[config.mk]
export PLATFORM = sky130hd
export DESIGN_NAME = ifetch_ctrl_flat
export DESIGN_NICKNAME = d
export VERILOG_FILES = /design/src/rtl/cpu_pkg.sv /design/src/rtl/ifetch_ctrl_if.sv /design/src/rtl/ifetch_ctrl.sv /design/src/flat_wrapper.sv
export SDC_FILE = /design/constraint.sdc
export NUM_CORES = 1
export LEC_CHECK = 0
export CAP_MARGIN = 20
export CORE_AREA = 2 2 153 155
export DETAILED_ROUTE_END_ITERATION = 16
export DIE_AREA = 0 0 155 157
export HOLD_SLACK_MARGIN = 0.06
export PLACE_DENSITY = 0.76
export SLEW_MARGIN = 30
export SYNTH_ARGS = -nofsm -noshare
export SYNTH_HDL_FRONTEND = slang
export SYNTH_SLANG_ARGS = --single-unit
[constraint.sdc]
create_clock -name clk -period 3.15 [get_ports clk]
set_input_delay 0.63 -clock clk [delete_from_list [all_inputs] [get_ports clk]]
set_output_delay 0.63 -clock clk [all_outputs]
set_load 0.01 [all_outputs]
[src/rtl/cpu_pkg.sv]
// Shared fetch-unit types and constants: widths, PC step, alignment mask
// and the sequencer state encoding.
package cpu_pkg;

  localparam int ADDR_W  = 64;
  localparam int INSTR_W = 32;

  localparam logic [ADDR_W-1:0] PC_STEP = 64'd4;

  // Instructions are word aligned; any set bit under this mask marks a bad target.
  localparam logic [ADDR_W-1:0] ALIGN_MASK = 64'h3;

  typedef enum logic [2:0] {
    IDLE  = 3'd0,
    REQ   = 3'd1,
    WAIT  = 3'd2,
    HOLD  = 3'd3,
    REDIR = 3'd4,
    FAULT = 3'd5
  } ifetch_state_t;

  function automatic logic is_misaligned(input logic [ADDR_W-1:0] addr);
    return |(addr & ALIGN_MASK);
  endfunction

endpackage

[src/rtl/ifetch_ctrl_if.sv]
// Bundle of the fetch sequencer's PC-register, instruction-memory, decode
// and redirect signals; master is the sequencer, slave is its surroundings.
interface ifetch_ctrl_if;
  import cpu_pkg::*;

  logic [ADDR_W-1:0]  pc_cur;
  logic               pc_write;
  logic [ADDR_W-1:0]  pc_next;

  logic               imem_req_valid;
  logic               imem_req_ready;
  logic [ADDR_W-1:0]  imem_addr;
  logic               imem_rvalid;
  logic [INSTR_W-1:0] imem_rdata;

  logic               if_valid;
  logic               if_ready;
  logic [INSTR_W-1:0] if_instr;
  logic [ADDR_W-1:0]  if_pc;

  logic               br_valid;
  logic [ADDR_W-1:0]  br_target;
  logic               fetch_fault;

  modport master (
    input  pc_cur,
    output pc_write, pc_next,
    output imem_req_valid, imem_addr,
    input  imem_req_ready,
    input  imem_rvalid, imem_rdata,
    output if_valid, if_instr, if_pc,
    input  if_ready,
    input  br_valid, br_target,
    output fetch_fault
  );

  modport slave (
    output pc_cur,
    input  pc_write, pc_next,
    input  imem_req_valid, imem_addr,
    output imem_req_ready,
    output imem_rvalid, imem_rdata,
    input  if_valid, if_instr, if_pc,
    output if_ready,
    output br_valid, br_target,
    input  fetch_fault
  );

endinterface

[src/rtl/ifetch_ctrl.sv]
// Fetch sequencer: one outstanding instruction-memory request, a one-entry
// holding register toward decode, and branch redirect with squash.
module ifetch_ctrl
  import cpu_pkg::*;
(
  input  logic          clk,
  input  logic          reset,
  ifetch_ctrl_if.master bus
);

  ifetch_state_t      state_reg;
  logic               squash_reg;
  logic               if_valid_reg;
  logic               fault_reg;
  logic [INSTR_W-1:0] if_instr_reg;
  logic [ADDR_W-1:0]  if_pc_reg;

  logic               br_live;
  logic               br_bad;
  logic               br_ok;
  logic               req_valid;
  logic               req_fire;
  logic               pc_wr;
  logic [ADDR_W-1:0]  pc_nx;

  // Redirects are ignored while starting up and once faulted.
  assign br_live   = bus.br_valid && (state_reg != IDLE) && (state_reg != FAULT);
  assign br_bad    = br_live && is_misaligned(bus.br_target);
  assign br_ok     = br_live && !br_bad;
  assign req_valid = (state_reg == REQ);
  assign req_fire  = req_valid && bus.imem_req_ready;

  always_comb begin
    pc_wr = 1'b0;
    pc_nx = '0;
    if (br_ok) begin
      pc_wr = 1'b1;
      pc_nx = bus.br_target;
    end else if (req_fire && !br_bad) begin
      pc_wr = 1'b1;
      pc_nx = bus.pc_cur + PC_STEP;
    end
  end

  assign bus.pc_write       = pc_wr;
  assign bus.pc_next        = pc_nx;
  assign bus.imem_req_valid = req_valid;
  assign bus.imem_addr      = req_valid ? bus.pc_cur : '0;
  assign bus.if_valid       = if_valid_reg;
  assign bus.if_instr       = if_instr_reg;
  assign bus.if_pc          = if_pc_reg;
  assign bus.fetch_fault    = fault_reg;

  always_ff @(posedge clk) begin
    if (!reset) begin
      state_reg    <= IDLE;
      squash_reg   <= 1'b0;
      if_valid_reg <= 1'b0;
      fault_reg    <= 1'b0;
      if_instr_reg <= '0;
      if_pc_reg    <= '0;
    end else begin
      case (state_reg)
        IDLE: state_reg <= REQ;

        FAULT: state_reg <= FAULT;

        REQ, WAIT, HOLD, REDIR: begin
          if (br_bad) begin
            fault_reg    <= 1'b1;
            if_valid_reg <= 1'b0;
            state_reg    <= FAULT;
          end else begin
            case (state_reg)
              REQ: begin
                if (req_fire) begin
                  if_pc_reg <= bus.pc_cur;
                  state_reg <= WAIT;
                  // The accepted request is for the pre-redirect PC; its response must die.
                  if (br_ok) squash_reg <= 1'b1;
                end else if (br_ok) begin
                  state_reg <= REDIR;
                end
              end

              WAIT: begin
                if (br_ok) begin
                  if (bus.imem_rvalid) begin
                    squash_reg <= 1'b0;
                    state_reg  <= REDIR;
                  end else begin
                    squash_reg <= 1'b1;
                  end
                end else if (bus.imem_rvalid) begin
                  if (squash_reg) begin
                    squash_reg <= 1'b0;
                    state_reg  <= REQ;
                  end else begin
                    if_instr_reg <= bus.imem_rdata;
                    if_valid_reg <= 1'b1;
                    state_reg    <= HOLD;
                  end
                end
              end

              HOLD: begin
                if (br_ok || bus.if_ready) begin
                  if_valid_reg <= 1'b0;
                  state_reg    <= br_ok ? REDIR : REQ;
                end
              end

              // A redirect during the bubble needs another bubble for pc_cur to settle.
              default: state_reg <= br_ok ? REDIR : REQ;
            endcase
          end
        end

        default: state_reg <= IDLE;
      endcase
    end
  end

endmodule
[src/flat_wrapper.sv]
// flat-port wrapper written by rule: the top's interface ports become plain ports
module ifetch_ctrl_flat import cpu_pkg::*;
  (clk, reset, bus_pc_cur, bus_pc_write, bus_pc_next, bus_imem_req_valid, bus_imem_addr, bus_imem_req_ready, bus_imem_rvalid, bus_imem_rdata, bus_if_valid, bus_if_instr, bus_if_pc, bus_if_ready, bus_br_valid, bus_br_target, bus_fetch_fault);
  ifetch_ctrl_if bus_i ();
  input  logic clk;
  input  logic reset;
  input wire logic [$bits(bus_i.pc_cur)-1:0] bus_pc_cur;
  output wire logic [$bits(bus_i.pc_write)-1:0] bus_pc_write;
  output wire logic [$bits(bus_i.pc_next)-1:0] bus_pc_next;
  output wire logic [$bits(bus_i.imem_req_valid)-1:0] bus_imem_req_valid;
  output wire logic [$bits(bus_i.imem_addr)-1:0] bus_imem_addr;
  input wire logic [$bits(bus_i.imem_req_ready)-1:0] bus_imem_req_ready;
  input wire logic [$bits(bus_i.imem_rvalid)-1:0] bus_imem_rvalid;
  input wire logic [$bits(bus_i.imem_rdata)-1:0] bus_imem_rdata;
  output wire logic [$bits(bus_i.if_valid)-1:0] bus_if_valid;
  output wire logic [$bits(bus_i.if_instr)-1:0] bus_if_instr;
  output wire logic [$bits(bus_i.if_pc)-1:0] bus_if_pc;
  input wire logic [$bits(bus_i.if_ready)-1:0] bus_if_ready;
  input wire logic [$bits(bus_i.br_valid)-1:0] bus_br_valid;
  input wire logic [$bits(bus_i.br_target)-1:0] bus_br_target;
  output wire logic [$bits(bus_i.fetch_fault)-1:0] bus_fetch_fault;
  assign bus_i.pc_cur = bus_pc_cur;
  assign bus_pc_write = bus_i.pc_write;
  assign bus_pc_next = bus_i.pc_next;
  assign bus_imem_req_valid = bus_i.imem_req_valid;
  assign bus_imem_addr = bus_i.imem_addr;
  assign bus_i.imem_req_ready = bus_imem_req_ready;
  assign bus_i.imem_rvalid = bus_imem_rvalid;
  assign bus_i.imem_rdata = bus_imem_rdata;
  assign bus_if_valid = bus_i.if_valid;
  assign bus_if_instr = bus_i.if_instr;
  assign bus_if_pc = bus_i.if_pc;
  assign bus_i.if_ready = bus_if_ready;
  assign bus_i.br_valid = bus_br_valid;
  assign bus_i.br_target = bus_br_target;
  assign bus_fetch_fault = bus_i.fetch_fault;
  ifetch_ctrl u_core (.clk(clk), .reset(reset), .bus(bus_i));
endmodule
==> summary by stage <==
Run status
The run finished, with violations left. The checks that failed: negative setup slack.

Global routing
Global routing consumed, over all layers together, 23.71% of the routing resources. Entering global routing, the biggest net connects 66 pins. The wire length of the first global-routing pass is 45.17 mm. The number of antenna violations at the first check in global routing is 3. After global routing the overflow that remains totals 0.

The via count of the first global-routing pass is 8,150.

Timing
The final critical path takes up 100.3% of the cycle. The actual slew at the worst max-slew pin is 0.7756 ns. The maximum frequency from static timing analysis is 316.6 MHz. The remaining max-slew budget at the tightest pin is 48.29%. Setup repair after global routing could not meet its margin everywhere.

Across the routed clock network, the largest skew measured is 0.01174 ns. The final setup violation count is 1. The final hold violation count is 0. The smallest setup slack after layout is -0.008378 ns. The worst hold margin is 0.4615 ns. The final count of pins violating max slew was 0.

Counting I/O delays and the setup requirement, the final critical path takes 3.158 ns.

Floorplanning
The count of standard-cell rows is 55. From bottom edge to top edge, the die measures 157 µm. The floorplan step defined a die boundary enclosing 0.02434 mm².

The chip width is 155 µm. The starting density of the core is 28.20%. After floorplanning, the core was sized to cover 0.02250 mm². The I/O pin count is 394.

Drt
For this block, the via count after detailed routing is 8,236. In the routed design, unresolved DRC markers number 0. In this run, the number of DRC markers left after iteration 0 of detailed routing was 359.

The final layout contains routed wiring with a total length of 30.21 mm. The average wire per cell in the routed design is 17.75 µm. The vias per cell is 4.839.

The length of the first detailed-routing pass in iterations is 5. The number of nets with antenna violations after routing is 0.

Logic synthesis
The sequential-to-total area share from yosys stat is 32.18%. By area the synthesized netlist is led by sky130_fd_sc_hd__dfxtp_1 32%, sky130_fd_sc_hd__nand2_1 17%, sky130_fd_sc_hd__a21boi_0 11%. The distinct cell type count after synthesis is 47. The cell count after synthesis is 893.

The average instance area after synthesis is 7.106 µm². After synthesis, the largest area contributor takes up 32.18% of total cell area. The register bit total from synthesis is 102. The post-synthesis async set-or-reset flop share is 0%.

The library cell with the largest summed area after synthesis is sky130_fd_sc_hd__dfxtp_1. When the netlist entered floorplanning its net count stood at 1,060. The post-synthesis instance area is 0.006346 mm². The leading register cell type out of synthesis is sky130_fd_sc_hd__dfxtp_1. The number of synthesis warnings is 0. The number of flops mapped to enable cells by yosys is 0.

Clock tree
The total number of clock tree sinks is 102. Clock tree synthesis inserted a total of 9 buffers. The clock-pin slew reported for the worst setup and hold paths after clock tree synthesis is 0.07 ns. TritonCTS built the clock tree. Clock latency on the worst-skew pair, taken at its later pin, is 0.35 ns. The number of H-tree branching levels is 3. Clock tree synthesis selected as its root buffer the cell sky130_fd_sc_hd__clkbuf_16.

The maximum clock path buffer count is 2. The number of hold buffers added after CTS is 0.

Place
The placed cell count is 1,650. The half-perimeter wire length of the detailed placement result is 22.83 mm. At the end of routability-driven placement, the weighted congestion stood at 0.9070. The number of buffers inserted by port buffering is 393.

Setup path
The worst setup path is of the in2out kind. Data on the critical path arrives at its endpoint at 2.53 ns. STA puts the critical path data required time at 2.52 ns. Across all register-to-register paths, the minimum setup slack is 0.99 ns. The capturing element type of the critical path is a primary output. The worst setup path is launched from an input pin. Along the worst path, the maximum fanout reaches 2.

Job
The tool flagged a number of max-cap violations equal to 0.

Finish
Compared with the post-synthesis result, the final layout area differs by 96.94%. Leaving out fill and tap cells, the most frequent cell in the layout is sky130_fd_sc_hd__nand2_1. The post-route netlist has 22.74% of its cells at a drive strength greater than 1. The final cell utilization of the core is 55.54%. The register with the most flip-flops in the layout has 64 of them. The count of cells in the finished layout, fillers not included, comes to 1,702. The net count of the finished layout is 1,578. In the layout the commonest cells are 276 x sky130_fd_sc_hd__nand2_1, 272 x sky130_fd_sc_hd__clkdlybuf4s50_1, 150 x sky130_fd_sc_hd__buf_4.

Power
For this design the static power due to leakage is 5.051 nW. The maximum resistive drop on vdd is 0.3324 mV. The total power per unit cell area is 428.4 mW/mm².

Hold path
The min-delay analysis places its worst path in the category reg2reg.
cell usage after synthesis (2+ instances only):
cell                       count
sky130_fd_sc_hd__o21ai_2       2
sky130_fd_sc_hd__nand4_4       2
sky130_fd_sc_hd__nand4_2       3
sky130_fd_sc_hd__and3_2        2
sky130_fd_sc_hd__buf_1         2
sky130_fd_sc_hd__clkbuf_2      3
sky130_fd_sc_hd__nor2_1       31
sky130_fd_sc_hd__o31ai_1       3
sky130_fd_sc_hd__dfxtp_1     102
sky130_fd_sc_hd__clkbuf_1     45
sky130_fd_sc_hd__nand4_1      17
sky130_fd_sc_hd__nor3_2        2
sky130_fd_sc_hd__and2_1       61
sky130_fd_sc_hd__a21boi_0     97
sky130_fd_sc_hd__o21ai_1      13
sky130_fd_sc_hd__and3_1        7
sky130_fd_sc_hd__nand3_2       2
sky130_fd_sc_hd__xor2_1       25
sky130_fd_sc_hd__a21oi_1       3
sky130_fd_sc_hd__nor4_4        2
sky130_fd_sc_hd__nor3_1       26
sky130_fd_sc_hd__nor4_1        7
sky130_fd_sc_hd__o21ai_0      50
sky130_fd_sc_hd__buf_2        10
sky130_fd_sc_hd__a211oi_1      2
sky130_fd_sc_hd__inv_1        10
sky130_fd_sc_hd__nand2_1     283
sky130_fd_sc_hd__nand3_1      24
sky130_fd_sc_hd__xnor2_1      36
sky130_fd_sc_hd__nor4_2        3
sky130_fd_sc_hd__a31oi_1       2
logic make-up (layout without fill, tap and decap cells):
| group | Yosys count | count (layout) | share of synthesized area [%] |
|---|---|---|---|
| AND/OR/NAND/NOR | 478 | 478 | 35.80 |
| AO/OA/AOI/OAI | 180 | 180 | 18.83 |
| flip-flops | 102 | 102 | 32.18 |
| buffers and inverters | 70 | 593 | 4.397 |
| XOR/XNOR | 61 | 61 | 8.419 |
| adder cells (fa/ha/maj) | 1 | 1 | 0.1971 |
| multiplexers | 1 | 1 | 0.1774 |
| other | 0 | 1 | 0 |
stage by stage:
stage	setup TNS (ns)	total power [mW]	worst slack [ns]	area, µm²
finish	-0.008378	5.355	-0.008378	12500
global route	-0.2353	5.655	-0.04697	12500
CTS	0	5.398	0.0008751	12320
detailed placement	-39.18	4.243	-1.030	11550
global placement	-38.63	4.213	-0.9557	11550
floorplan	0	2.575	0.2812	6346
layer usage:
| layer | vias to the layer above | part of all wire (%) | track usage (%) |
|---|---|---|---|
| met2 | 355 | 50 | 42.54 |
| met1 | 3811 | 39 | 27.22 |
| li1 | 4010 | - | - |
| met3 | 54 | 8.7 | 7.572 |
| met5 | - | 0.13 | 0 |
| met4 | 6 | 2.4 | 6.173 |
what timing repair did:
action                                  in CTS  in global routing
resized for setup                          282                108
endpoints found under the setup margin      63                 37
pin swaps                                   40                 37
cloned                                       1                  0
setup buffers                               23                 12
worst max-delay path: stages:
cell	delay (ns)
sky130_fd_sc_hd__clkdlybuf4s50_1	0.58
sky130_fd_sc_hd__nand3_2	0.15
sky130_fd_sc_hd__nor4_2	0.33
sky130_fd_sc_hd__buf_4	0.19
sky130_fd_sc_hd__nand2_2	0.06
sky130_fd_sc_hd__nor3_4	0.14
sky130_fd_sc_hd__xnor2_1	0.09
sky130_fd_sc_hd__o21ai_1	0.18
sky130_fd_sc_hd__buf_2	0.17
layout make-up:
| cell class | instances | area (µm²) |
|---|---|---|
| Antenna cell | 1 | 2.502 |
| Clock buffer | 9 | 225.2 |
| Clock inverter | 7 | 87.58 |
| Fill cell | 2068 | 10000 |
| Inverter | 10 | 37.54 |
| Multi-Input combinational cell | 721 | 4512 |
| Sequential cell | 102 | 2042 |
| Tap cell | 285 | 356.6 |
| Timing Repair Buffer | 567 | 5235 |
report_power, final:
group | internal, mW | leakage, nW | switching (mW)
Clock | 0.637 | 0.154 | 0.573
Sequential | 1.42 | 0.827 | 0.0718
Combinational | 1.31 | 4.07 | 1.35
Total | 3.36 | 5.05 | 1.99
worst paths after layout:
kind                                        endpoint  cells after the start                  from
worst max register to register   u_core.bus.if_pc[3]                      7   u_core.state_reg[2]
worst min register to register  u_core.bus.if_pc[24]                      2  u_core.bus.if_pc[24]
worst max-delay path                 bus_pc_next[62]                      9        bus_pc_cur[47]
worst min-delay path            u_core.bus.if_pc[24]                      2  u_core.bus.if_pc[24]
Power figures use the tool's default switching activity.
